<file path="src/rtl/matrix_pkg.sv">
// Shared geometry, widths and FSM encoding for the panel frame-RAM writer.
// lane_merge places one RGB444 pixel into its lane of a 48-bit RAM word.
package matrix_pkg;

  localparam int COLS      = 128;
  localparam int SCAN_ROWS = 8;
  localparam int LANES     = 4;
  localparam int BPC       = 4;

  localparam int ADDR_W = 10;
  localparam int WORD_W = 48;
  localparam int X_W    = 7;
  localparam int Y_W    = 5;
  localparam int RGB_W  = 3 * BPC;
  localparam int LANE_W = $clog2(LANES);
  localparam int ROW_W  = $clog2(SCAN_ROWS);

  localparam logic [ADDR_W-1:0] LAST_ADDR = ADDR_W'(COLS * SCAN_ROWS - 1);

  typedef enum logic [2:0] {
    ST_IDLE  = 3'd0,
    ST_RD1   = 3'd1,
    ST_RD2   = 3'd2,
    ST_WR    = 3'd3,
    ST_CLEAR = 3'd4
  } fb_state_t;

  // Replace exactly one 12-bit lane field; the other lanes pass through untouched.
  function automatic logic [WORD_W-1:0] lane_merge(
    input logic [WORD_W-1:0] word,
    input logic [LANE_W-1:0] lane,
    input logic [RGB_W-1:0]  rgb
  );
    logic [WORD_W-1:0] merged;
    merged = word;
    for (int l = 0; l < LANES; l++) begin
      if (lane == l[LANE_W-1:0]) begin
        merged[l*RGB_W +: RGB_W] = rgb;
      end
    end
    return merged;
  endfunction

endpackage

</file>
<file path="src/rtl/matrix_fb_writer_if.sv">
// Pixel/clear command port plus the write-side port of the dual-port frame RAM.
// A pixel transfers on a rising clk edge where pix_valid && pix_ready; pix_valid may
// be held across cycles and pix_x/pix_y/pix_rgb are sampled only on that edge.
interface matrix_fb_writer_if;
  import matrix_pkg::*;

  logic              pix_valid;
  logic              pix_ready;
  logic [X_W-1:0]    pix_x;
  logic [Y_W-1:0]    pix_y;
  logic [RGB_W-1:0]  pix_rgb;

  logic              clr_start;
  logic [RGB_W-1:0]  clr_rgb;
  logic              busy;
  logic              clr_done;

  logic [ADDR_W-1:0] wr_mem_address;
  logic              wr_mem_write_en;
  logic [WORD_W-1:0] wr_mem_data;
  logic [WORD_W-1:0] wr_mem_rdata;

  // Writer side.
  modport slave (
    input  pix_valid, pix_x, pix_y, pix_rgb, clr_start, clr_rgb, wr_mem_rdata,
    output pix_ready, busy, clr_done, wr_mem_address, wr_mem_write_en, wr_mem_data
  );

  // Upstream producer and RAM side.
  modport master (
    output pix_valid, pix_x, pix_y, pix_rgb, clr_start, clr_rgb, wr_mem_rdata,
    input  pix_ready, busy, clr_done, wr_mem_address, wr_mem_write_en, wr_mem_data
  );

endinterface

</file>
<file path="src/rtl/matrix_fb_addr_map.sv">
// Pixel coordinate to RAM word address and lane: scan row selects the word row,
// the upper y bits pick which of the four panel rows sharing that word is hit.
module matrix_fb_addr_map
  import matrix_pkg::*;
(
  input  logic [X_W-1:0]    x,
  input  logic [Y_W-1:0]    y,
  output logic [ADDR_W-1:0] addr,
  output logic [LANE_W-1:0] lane
);

  assign addr = {y[ROW_W-1:0], x};
  assign lane = y[Y_W-1:ROW_W];

endmodule

</file>
<file path="src/rtl/matrix_fb_writer.sv">
// Frame-RAM write port: per-pixel read-modify-write of 48-bit words and a
// whole-buffer fill. rst_n is a synchronous, active-high reset.
module matrix_fb_writer
  import matrix_pkg::*;
(
  input  logic               clk,
  input  logic               rst_n,
  matrix_fb_writer_if.slave  bus,
  output fb_state_t          dbg_state
);

  fb_state_t         state, state_nxt;
  logic [ADDR_W-1:0] addr_q, addr_nxt;
  logic [WORD_W-1:0] data_q, data_nxt;
  logic              we_q, we_nxt;
  logic              done_q, done_nxt;
  logic [LANE_W-1:0] lane_q, lane_nxt;
  logic [RGB_W-1:0]  rgb_q, rgb_nxt;

  logic [ADDR_W-1:0] map_addr;
  logic [LANE_W-1:0] map_lane;
  logic              idle;
  logic              accept;

  matrix_fb_addr_map u_addr_map (
    .x    (bus.pix_x),
    .y    (bus.pix_y),
    .addr (map_addr),
    .lane (map_lane)
  );

  assign idle = (state == ST_IDLE);

  // The clr_done cycle is IDLE but still refuses pixels so no accept lands on it.
  assign bus.pix_ready = idle && !rst_n && !bus.clr_start && !done_q;
  assign bus.busy      = !idle && !rst_n;
  assign accept        = bus.pix_valid && bus.pix_ready;

  assign bus.wr_mem_address  = addr_q;
  assign bus.wr_mem_write_en = we_q;
  assign bus.wr_mem_data     = data_q;
  assign bus.clr_done        = done_q;
  assign dbg_state           = state;

  always_comb begin
    state_nxt = state;
    addr_nxt  = addr_q;
    data_nxt  = data_q;
    we_nxt    = 1'b0;
    done_nxt  = 1'b0;
    lane_nxt  = lane_q;
    rgb_nxt   = rgb_q;

    case (state)
      ST_IDLE: begin
        if (bus.clr_start) begin
          rgb_nxt   = bus.clr_rgb;
          addr_nxt  = '0;
          data_nxt  = {LANES{bus.clr_rgb}};
          we_nxt    = 1'b1;
          state_nxt = ST_CLEAR;
        end else if (accept) begin
          addr_nxt  = map_addr;
          lane_nxt  = map_lane;
          rgb_nxt   = bus.pix_rgb;
          state_nxt = ST_RD1;
        end
      end

      ST_RD1: begin
        state_nxt = ST_RD2;
      end

      // Read data for the latched address is valid in this cycle.
      ST_RD2: begin
        data_nxt  = lane_merge(bus.wr_mem_rdata, lane_q, rgb_q);
        we_nxt    = 1'b1;
        state_nxt = ST_WR;
      end

      ST_WR: begin
        state_nxt = ST_IDLE;
      end

      ST_CLEAR: begin
        if (addr_q == LAST_ADDR) begin
          done_nxt  = 1'b1;
          state_nxt = ST_IDLE;
        end else begin
          addr_nxt = addr_q + 1'b1;
          we_nxt   = 1'b1;
        end
      end

      default: begin
        state_nxt = ST_IDLE;
      end
    endcase
  end

  always_ff @(posedge clk) begin
    if (rst_n) begin
      state  <= ST_IDLE;
      addr_q <= '0;
      data_q <= '0;
      we_q   <= 1'b0;
      done_q <= 1'b0;
      lane_q <= '0;
      rgb_q  <= '0;
    end else begin
      state  <= state_nxt;
      addr_q <= addr_nxt;
      data_q <= data_nxt;
      we_q   <= we_nxt;
      done_q <= done_nxt;
      lane_q <= lane_nxt;
      rgb_q  <= rgb_nxt;
    end
  end

endmodule
</file>
<file path="src/flat_wrapper.sv">
// flat-port wrapper written by rule: the top's interface ports become plain ports
module matrix_fb_writer_flat import matrix_pkg::*;
  (clk, rst_n, dbg_state, bus_pix_valid, bus_pix_x, bus_pix_y, bus_pix_rgb, bus_clr_start, bus_clr_rgb, bus_wr_mem_rdata, bus_pix_ready, bus_busy, bus_clr_done, bus_wr_mem_address, bus_wr_mem_write_en, bus_wr_mem_data);
  matrix_fb_writer_if bus_i ();
  input  logic clk;
  input  logic rst_n;
  output fb_state_t dbg_state;
  input wire logic [$bits(bus_i.pix_valid)-1:0] bus_pix_valid;
  input wire logic [$bits(bus_i.pix_x)-1:0] bus_pix_x;
  input wire logic [$bits(bus_i.pix_y)-1:0] bus_pix_y;
  input wire logic [$bits(bus_i.pix_rgb)-1:0] bus_pix_rgb;
  input wire logic [$bits(bus_i.clr_start)-1:0] bus_clr_start;
  input wire logic [$bits(bus_i.clr_rgb)-1:0] bus_clr_rgb;
  input wire logic [$bits(bus_i.wr_mem_rdata)-1:0] bus_wr_mem_rdata;
  output wire logic [$bits(bus_i.pix_ready)-1:0] bus_pix_ready;
  output wire logic [$bits(bus_i.busy)-1:0] bus_busy;
  output wire logic [$bits(bus_i.clr_done)-1:0] bus_clr_done;
  output wire logic [$bits(bus_i.wr_mem_address)-1:0] bus_wr_mem_address;
  output wire logic [$bits(bus_i.wr_mem_write_en)-1:0] bus_wr_mem_write_en;
  output wire logic [$bits(bus_i.wr_mem_data)-1:0] bus_wr_mem_data;
  assign bus_i.pix_valid = bus_pix_valid;
  assign bus_i.pix_x = bus_pix_x;
  assign bus_i.pix_y = bus_pix_y;
  assign bus_i.pix_rgb = bus_pix_rgb;
  assign bus_i.clr_start = bus_clr_start;
  assign bus_i.clr_rgb = bus_clr_rgb;
  assign bus_i.wr_mem_rdata = bus_wr_mem_rdata;
  assign bus_pix_ready = bus_i.pix_ready;
  assign bus_busy = bus_i.busy;
  assign bus_clr_done = bus_i.clr_done;
  assign bus_wr_mem_address = bus_i.wr_mem_address;
  assign bus_wr_mem_write_en = bus_i.wr_mem_write_en;
  assign bus_wr_mem_data = bus_i.wr_mem_data;
  matrix_fb_writer u_core (.clk(clk), .rst_n(rst_n), .bus(bus_i), .dbg_state(dbg_state));
endmodule
</file>
<file path="config.mk">
export PLATFORM = sky130hd
export DESIGN_NAME = matrix_fb_writer_flat
export DESIGN_NICKNAME = d
export VERILOG_FILES = /design/src/rtl/matrix_pkg.sv /design/src/rtl/matrix_fb_writer_if.sv /design/src/rtl/matrix_fb_addr_map.sv /design/src/rtl/matrix_fb_writer.sv /design/src/flat_wrapper.sv
export SDC_FILE = /design/constraint.sdc
export NUM_CORES = 1
export LEC_CHECK = 0
export CORE_MARGIN = 2
export CORE_UTILIZATION = 35
export CTS_BUF_LIST = sky130_fd_sc_hd__clkbuf_2
export DETAILED_ROUTE_END_ITERATION = 8
export DONT_BUFFER_PORTS = 1
export MAX_ROUTING_LAYER = met4
export PLACE_DENSITY = 0.58
export SLEW_MARGIN = 20
export SYNTH_ARGS = -nofsm -noshare
export SYNTH_HDL_FRONTEND = slang
export SYNTH_SLANG_ARGS = --single-unit
</file>
<file path="constraint.sdc">
create_clock -name clk -period 5 [get_ports clk]
set_input_delay 0.75 -clock clk [delete_from_list [all_inputs] [get_ports clk]]
set_output_delay 0.75 -clock clk [all_outputs]
set_load 0.02 [all_outputs]
</file>
==> results of run 1 <==
==> cell type report <==
type	count	area (um^2)
Tap cell	136	170
Multi-Input combinational cell	341	2030
Clock inverter	6	77.6
Sequential cell	77	1540
Timing Repair Buffer	3	22.5
Clock buffer	10	50.0
Inverter	4	15.0
Fill cell	1092	6410
==> worst reg2reg max path, cell delays in order, from the launching register on <==
cell,delay [ns]
dfxtp_1,0.56
or3_1,0.49
a21oi_4,0.75
nor2_1,0.20
o32ai_1,0.32
==> per-layer routing <==
metal | track usage [%] | wire length, um | up-vias
met2 | 33.7 | 5580 | 173
met4 | 9.46 | 320 | 0
met1 | 25.1 | 4860 | 1577
li1 | - | - | 1633
met3 | 7.99 | 1320 | 22
met5 | - | 0 | -
==> path summary, 6_finish.rpt <==
kind | depth (start not counted) | slack (ns) | from | to
worst max register to register | 4 | 2.61 | u_core.dbg_state[0] | u_core.bus.wr_mem_address[3]
worst max-delay path | 2 | 2.00 | u_core.dbg_state[0] | bus_pix_ready
worst min register to register | 2 | 0.53 | u_core.rgb_q[2] | u_core.bus.wr_mem_data[26]
worst min-delay path | 1 | 0.25 | rst_n | u_core.dbg_state[1]
==> per-stage QoR <==
step	area [um^2]	hold WS (ns)	util (%)	instances	power (mW)
final	3910	0.248	37.9	577	1.46
after detailed placement	3780	0.522	36.6	561	1.09
after global placement	3780	0.520	36.6	561	1.08
after global routing	3910	0.163	37.9	577	1.54
after floorplan	3730	0.493	-	455	1.03
after CTS	3910	0.194	37.9	577	1.47
==> cells in the mapped netlist, drive strengths merged, types with 2 or more instances <==
cell       n  area share, %
o31a       2           0.47
a2111oi    2           0.47
a311oi    50             12
nor3       7            1.1
o31ai      4           0.94
dfxtp     77             41
or2        2           0.34
o32ai      2           0.47
nand2    105             11
o211a      3           0.80
nand3      8            1.2
a21oi      6            1.1
nor2b      2           0.34
a211oi    16            5.1
o21ai     15            2.0
a31oi      4           0.67
a31o       2           0.47
nor2      68            6.8
nor4       7            1.2
mux2i     12            3.2
or3        2           0.34
inv        4           0.40
nand2b     2           0.34
buf       11            2.0
and3       3           0.50
clkbuf    22            2.2
nand4      5           0.84
==> cells by family after synthesis <==
family                     count (synthesis)  synth area share, %
and+or+nand+nor                          216                 24.8
AOI/OAI and AO/OA                        111                 25.5
DFF                                       77                 41.3
buffers and inverters                     37                 4.59
muxes                                     12                 3.22
xor gates and xnor gates                   1                0.235
adders and majority gates                  1                0.335
==> power by group through the flow <==
stage	combinational, mW	clock, mW	sequential [mW]
2_1_floorplan	0.213	0	0.814
3_3_place_gp	0.239	0	0.840
3_5_place_dp	0.248	0	0.842
4_1_cts	0.248	0.393	0.829
5_1_grt	0.281	0.421	0.841
6_report	0.247	0.385	0.828
==> registers in the layout (all words and copies together) (netlist names) <==
register                    count
u_core.bus.wr_mem_address      10
u_core.bus.wr_mem_data         48
u_core.dbg_state                3
u_core.bus.wr_mem_write_en      1
u_core.bus.clr_done             1
u_core.lane_q                   2
u_core.rgb_q                   12
==> flow_metrics.env, run 1 <==
export IMPL_netlist_area_um2=3730
export IMPL_tightestPinTransition_ns=1.03
export IMPL_num_vias=3405
export IMPL_ys_types=48
export IMPL_crit_buf_inv=0
export IMPL_wl_per_cell_um=20.9
export IMPL_drt_iter0_drc=250
export IMPL_clk_pin_slew_ns=0.22
export IMPL_synth_edff_count=0
export IMPL_status="finished clean"
export IMPL_cts_sinks=77
export IMPL_grt_pass1_vias=3365
export IMPL_setup_viol_count_final=0
export IMPL_ctsLongestPathBuffers=2
export IMPL_viasPerCell=5.90
export IMPL_die_height_um=107
export IMPL_overflow=0
export IMPL_finalHoldViolCount=0
export IMPL_grt_max_degree=49
export IMPL_netSwitchingPower_mw=0.522
export IMPL_ys_warn_count=0
export IMPL_grt_pass1_wl_um=18500
export IMPL_synthFlopType="dfxtp_1"
export IMPL_final_layout_size_suffix_gt1_share_pct=10.2
export IMPL_seq_area_frac_synth_pct=41.3
export IMPL_antenna_found_initial=0
export IMPL_syn_avg_cell_area_um2=8.20
export IMPL_relSlewSlack_pct=31.2
export IMPL_worstHoldPathType="in2reg"
export IMPL_skew_ns=0.0283
export IMPL_cellPowerDensity_nw_per_um2=373
export IMPL_gp_congestion=0.904
export IMPL_syn_num_nets=544
export IMPL_switching_share_pct=35.7
export IMPL_asyncSetResetFlopFracSynth_pct=0
export IMPL_fin_crit_sh_pct=60.0
export IMPL_postCtsSetupRepairBufs=0
export IMPL_critical_path_top_delay_family="simple AND/OR/NAND/NOR gates"
export IMPL_final_max_slew_violation_count=0
export IMPL_tns_ns=0
export IMPL_dpl_hpwl_um=8380
export IMPL_ctsHoldBuffers=0
export IMPL_mostFrequentLayoutCells="nand2_1 (104), dfxtp_1 (77), nor2_1 (67)"
export IMPL_crit_path_top_delay_cell="nor4_1"
export IMPL_min_period_ns=3.00
export IMPL_antenna_left=0
export IMPL_cts_tree="done"
export IMPL_arrival_ns=2.25
export IMPL_setup_ws_ns=2.00
export IMPL_io_pins=153
export IMPL_slowest_delay_ns=0.67
export IMPL_path_max_fanout=10
export IMPL_die_area_um2=11500
export IMPL_diodes=0
export IMPL_p_int_mw=0.938
export IMPL_area_delta_synth_final_pct=4.79
export IMPL_initial_core_util_pct=36.2
export IMPL_fin_nets=525
export IMPL_drt_pass1_iterations=4
export IMPL_max_cap_violations=0
export IMPL_clk_latency_ns=0.54
export IMPL_dp_slack_ns=2.26
export IMPL_final_common_cell="nand2_1"
export IMPL_seqPwrFrac_pct=56.7
export IMPL_cts_repair_resized=0
export IMPL_netlist_instances=455
export IMPL_rsz0062_at_grt="false"
export IMPL_num_rows=37
export IMPL_crit_chain="or3_1 -> nor4_1"
export IMPL_grtUsageTotal_pct=21.7
export IMPL_max_vdd_ir_drop_v=0.000119
export IMPL_root_buffer="clkbuf_2"
export IMPL_cts_made_buffers=9
export IMPL_drc=0
export IMPL_leakage_nw=1.39
export IMPL_cts_htree_levels=3
export IMPL_timing_fmax_mhz=333
export IMPL_required_ns=4.25
export IMPL_synth_seq_cells=77
export IMPL_p_clk_share_pct=26.4
export IMPL_portBuffers=0
export IMPL_critPathKind="reg2out"
export IMPL_coreArea_um2=10300
export IMPL_die_w_um=107
export IMPL_cp_start_kind="flip-flop"
export IMPL_power_frac_comb_pct=16.9
export IMPL_wl_um=12100
export IMPL_critPathCaptureType="output pin"
Power figures use the tool's default switching activity.
==> run 2, diff against run 1 <==
--- a/config.mk
+++ b/config.mk
@@ -11,7 +11,7 @@
 export DETAILED_ROUTE_END_ITERATION = 8
 export DONT_BUFFER_PORTS = 1
 export MAX_ROUTING_LAYER = met4
-export PLACE_DENSITY = 0.58
+export PLACE_DENSITY = 0.6
 export SLEW_MARGIN = 20
 export SYNTH_ARGS = -nofsm -noshare
 export SYNTH_HDL_FRONTEND = slang
==> constraint.sdc (replaced) <==
create_clock -name clk -period 2.67 [get_ports clk]
set_input_delay 0.4005 -clock clk [delete_from_list [all_inputs] [get_ports clk]]
set_output_delay 0.4005 -clock clk [all_outputs]
set_load 0.02 [all_outputs]
==> flow_metrics.env, run 2 (synthesized netlist as in run 1, its figures left out) <==
export IMPL_die_height_um=107
export IMPL_timing_fmax_mhz=426
export IMPL_coreArea_um2=10300
export IMPL_mostFrequentLayoutCells="nand2_1 (104), dfxtp_1 (77), nor2_1 (68)"
export IMPL_min_to="u_core.bus.wr_mem_data[7]"
export IMPL_path_max_fanout=10
export IMPL_critical_path_top_delay_family="simple AND/OR/NAND/NOR gates"
export IMPL_filler_cell_count=1037
export IMPL_drt_iter0_drc=377
export IMPL_overflow=0
export IMPL_antenna_left=0
export IMPL_r2r_end="u_core.bus.wr_mem_data[43]"
export IMPL_stdcell_count=622
export IMPL_finalHoldViolCount=0
export IMPL_antenna_found_initial=0
export IMPL_worstHoldPathType="in2reg"
export IMPL_crit_path_top_delay_cell="dfxtp_1"
export IMPL_die_w_um=107
export IMPL_root_buffer="clkbuf_2"
export IMPL_grt_busiest_layer="met2"
export IMPL_io_pins=153
export IMPL_max_vdd_ir_drop_v=0.000236
export IMPL_final_max_slew_violation_count=0
export IMPL_ctsLongestPathBuffers=2
export IMPL_fin_area_um2=4350
export IMPL_r2r_worst_path_cells=4
export IMPL_cp_start_kind="flip-flop"
export IMPL_dpl_hpwl_um=8820
export IMPL_drt_pass1_iterations=6
export IMPL_grt_use_met2_pct=35.0
export IMPL_postCtsSetupRepairBufs=0
export IMPL_area_delta_synth_final_pct=16.5
export IMPL_r2r_start="u_core.dbg_state[0]"
export IMPL_viasPerCell=5.88
export IMPL_r2r_slack_ns=0.36
export IMPL_arrival_ns=1.95
export IMPL_use_met1_pct=27.0
export IMPL_place_area_um2=3870
export IMPL_critPathKind="reg2out"
export IMPL_max_cap_violations=0
export IMPL_grtUsageTotal_pct=22.1
export IMPL_globalRouteMet3Util_pct=7.51
export IMPL_dp_slack_ns=0.510
export IMPL_final_layout_size_suffix_gt1_share_pct=11.5
export IMPL_ctsHoldBuffers=29
export IMPL_wl_um=12800
export IMPL_min_period_ns=2.35
export IMPL_critPathCaptureType="output pin"
export IMPL_num_vias=3658
export IMPL_cellPowerDensity_nw_per_um2=640
export IMPL_cts_tree="done"
export IMPL_clk_latency_ns=0.53
export IMPL_setup_viol_count_final=0
export IMPL_min_delay_start="bus_wr_mem_rdata[7]"
export IMPL_leakage_nw=1.58
export IMPL_status="finished clean"
export IMPL_die_area_um2=11500
export IMPL_dp_cells=571
export IMPL_num_rows=37
export IMPL_gp_congestion=0.899
export IMPL_tightestPinTransition_ns=0.800
export IMPL_slowest_delay_ns=0.56
export IMPL_whs_path_depth=2
export IMPL_clk_pin_slew_ns=0.26
export IMPL_setup_ws_ns=0.321
export IMPL_fin_nets=570
export IMPL_cts_htree_levels=3
export IMPL_cts_made_buffers=9
export IMPL_finalPower_mw=2.79
export IMPL_grt_max_degree=50
export IMPL_portBuffers=0
export IMPL_crit_chain="or3_1 -> nor4_1 -> buf_4"
export IMPL_wl_per_cell_um=20.5
export IMPL_largest_reg_flops=48
export IMPL_final_common_cell="nand2_1"
export IMPL_grt_pass1_vias=3428
export IMPL_required_ns=2.27
export IMPL_diodes=0
export IMPL_tns_ns=0
export IMPL_cts_sinks=77
export IMPL_drc=0
export IMPL_initial_core_util_pct=36.2
export IMPL_rsz0062_at_grt="false"
export IMPL_cts_repair_resized=0
export IMPL_relSlewSlack_pct=46.1
export IMPL_fin_crit_sh_pct=88.0
export IMPL_grt_pass1_wl_um=19200
export IMPL_crit_buf_inv=1
export IMPL_skew_ns=0.0451
[run 2: power by group]
part	switching, mW	internal, mW
sequential	0.261	1.28
combinational	0.332	0.226
clock	0.464	0.219
total	1.06	1.73
[run 2: worst max path at each step]
| stage | start | endpoint | slack (ns) | cells after the start |
|---|---|---|---|---|
| 2_1_floorplan | u_core.dbg_state[2] | bus_pix_ready | 0.66 | 3 |
| 5_1_grt | u_core.dbg_state[0] | u_core.bus.wr_mem_data[4] | 0.15 | 4 |
| 3_3_place_gp | u_core.dbg_state[2] | u_core.bus.wr_mem_address[7] | 0.59 | 4 |
| 6_report | u_core.dbg_state[0] | bus_pix_ready | 0.32 | 3 |
| 3_5_place_dp | u_core.dbg_state[0] | u_core.bus.wr_mem_data[4] | 0.51 | 4 |
| 4_1_cts | u_core.dbg_state[0] | bus_pix_ready | 0.28 | 3 |
[run 2: worst reg2reg max path, cell delays in order (launching register included)]
cell	delay, ns
dfxtp_1	0.56
nor3_2	0.41
nand2_1	0.35
o21ai_0	0.75
a311oi_1	0.10
[run 2: through the flow]
step                      hold slack, ns  utilization, %
after floorplan                    0.493               -
after global placement             0.469            37.5
after global routing             0.00172            42.1
final                             0.0191            42.1
after CTS                       0.000291            41.5
after detailed placement           0.470            37.5
[run 2: layer usage]
layer / vias up / part of all wire [%]
li1: 1719 / -
met1: 1742 / 41
met2: 185 / 47
met3: 12 / 11
met4: 0 / 0.95
met5: - / 0
[run 2: layout make-up]
class	instances	area, um^2	share of cell area (%)
Clock inverter	7	75.1	1.73
Tap cell	136	170	3.91
Clock buffer	9	45.0	1.04
Multi-Input combinational cell	341	2030	46.7
Timing Repair Buffer	48	470	10.8
Inverter	4	15.0	0.345
Sequential cell	77	1540	35.4
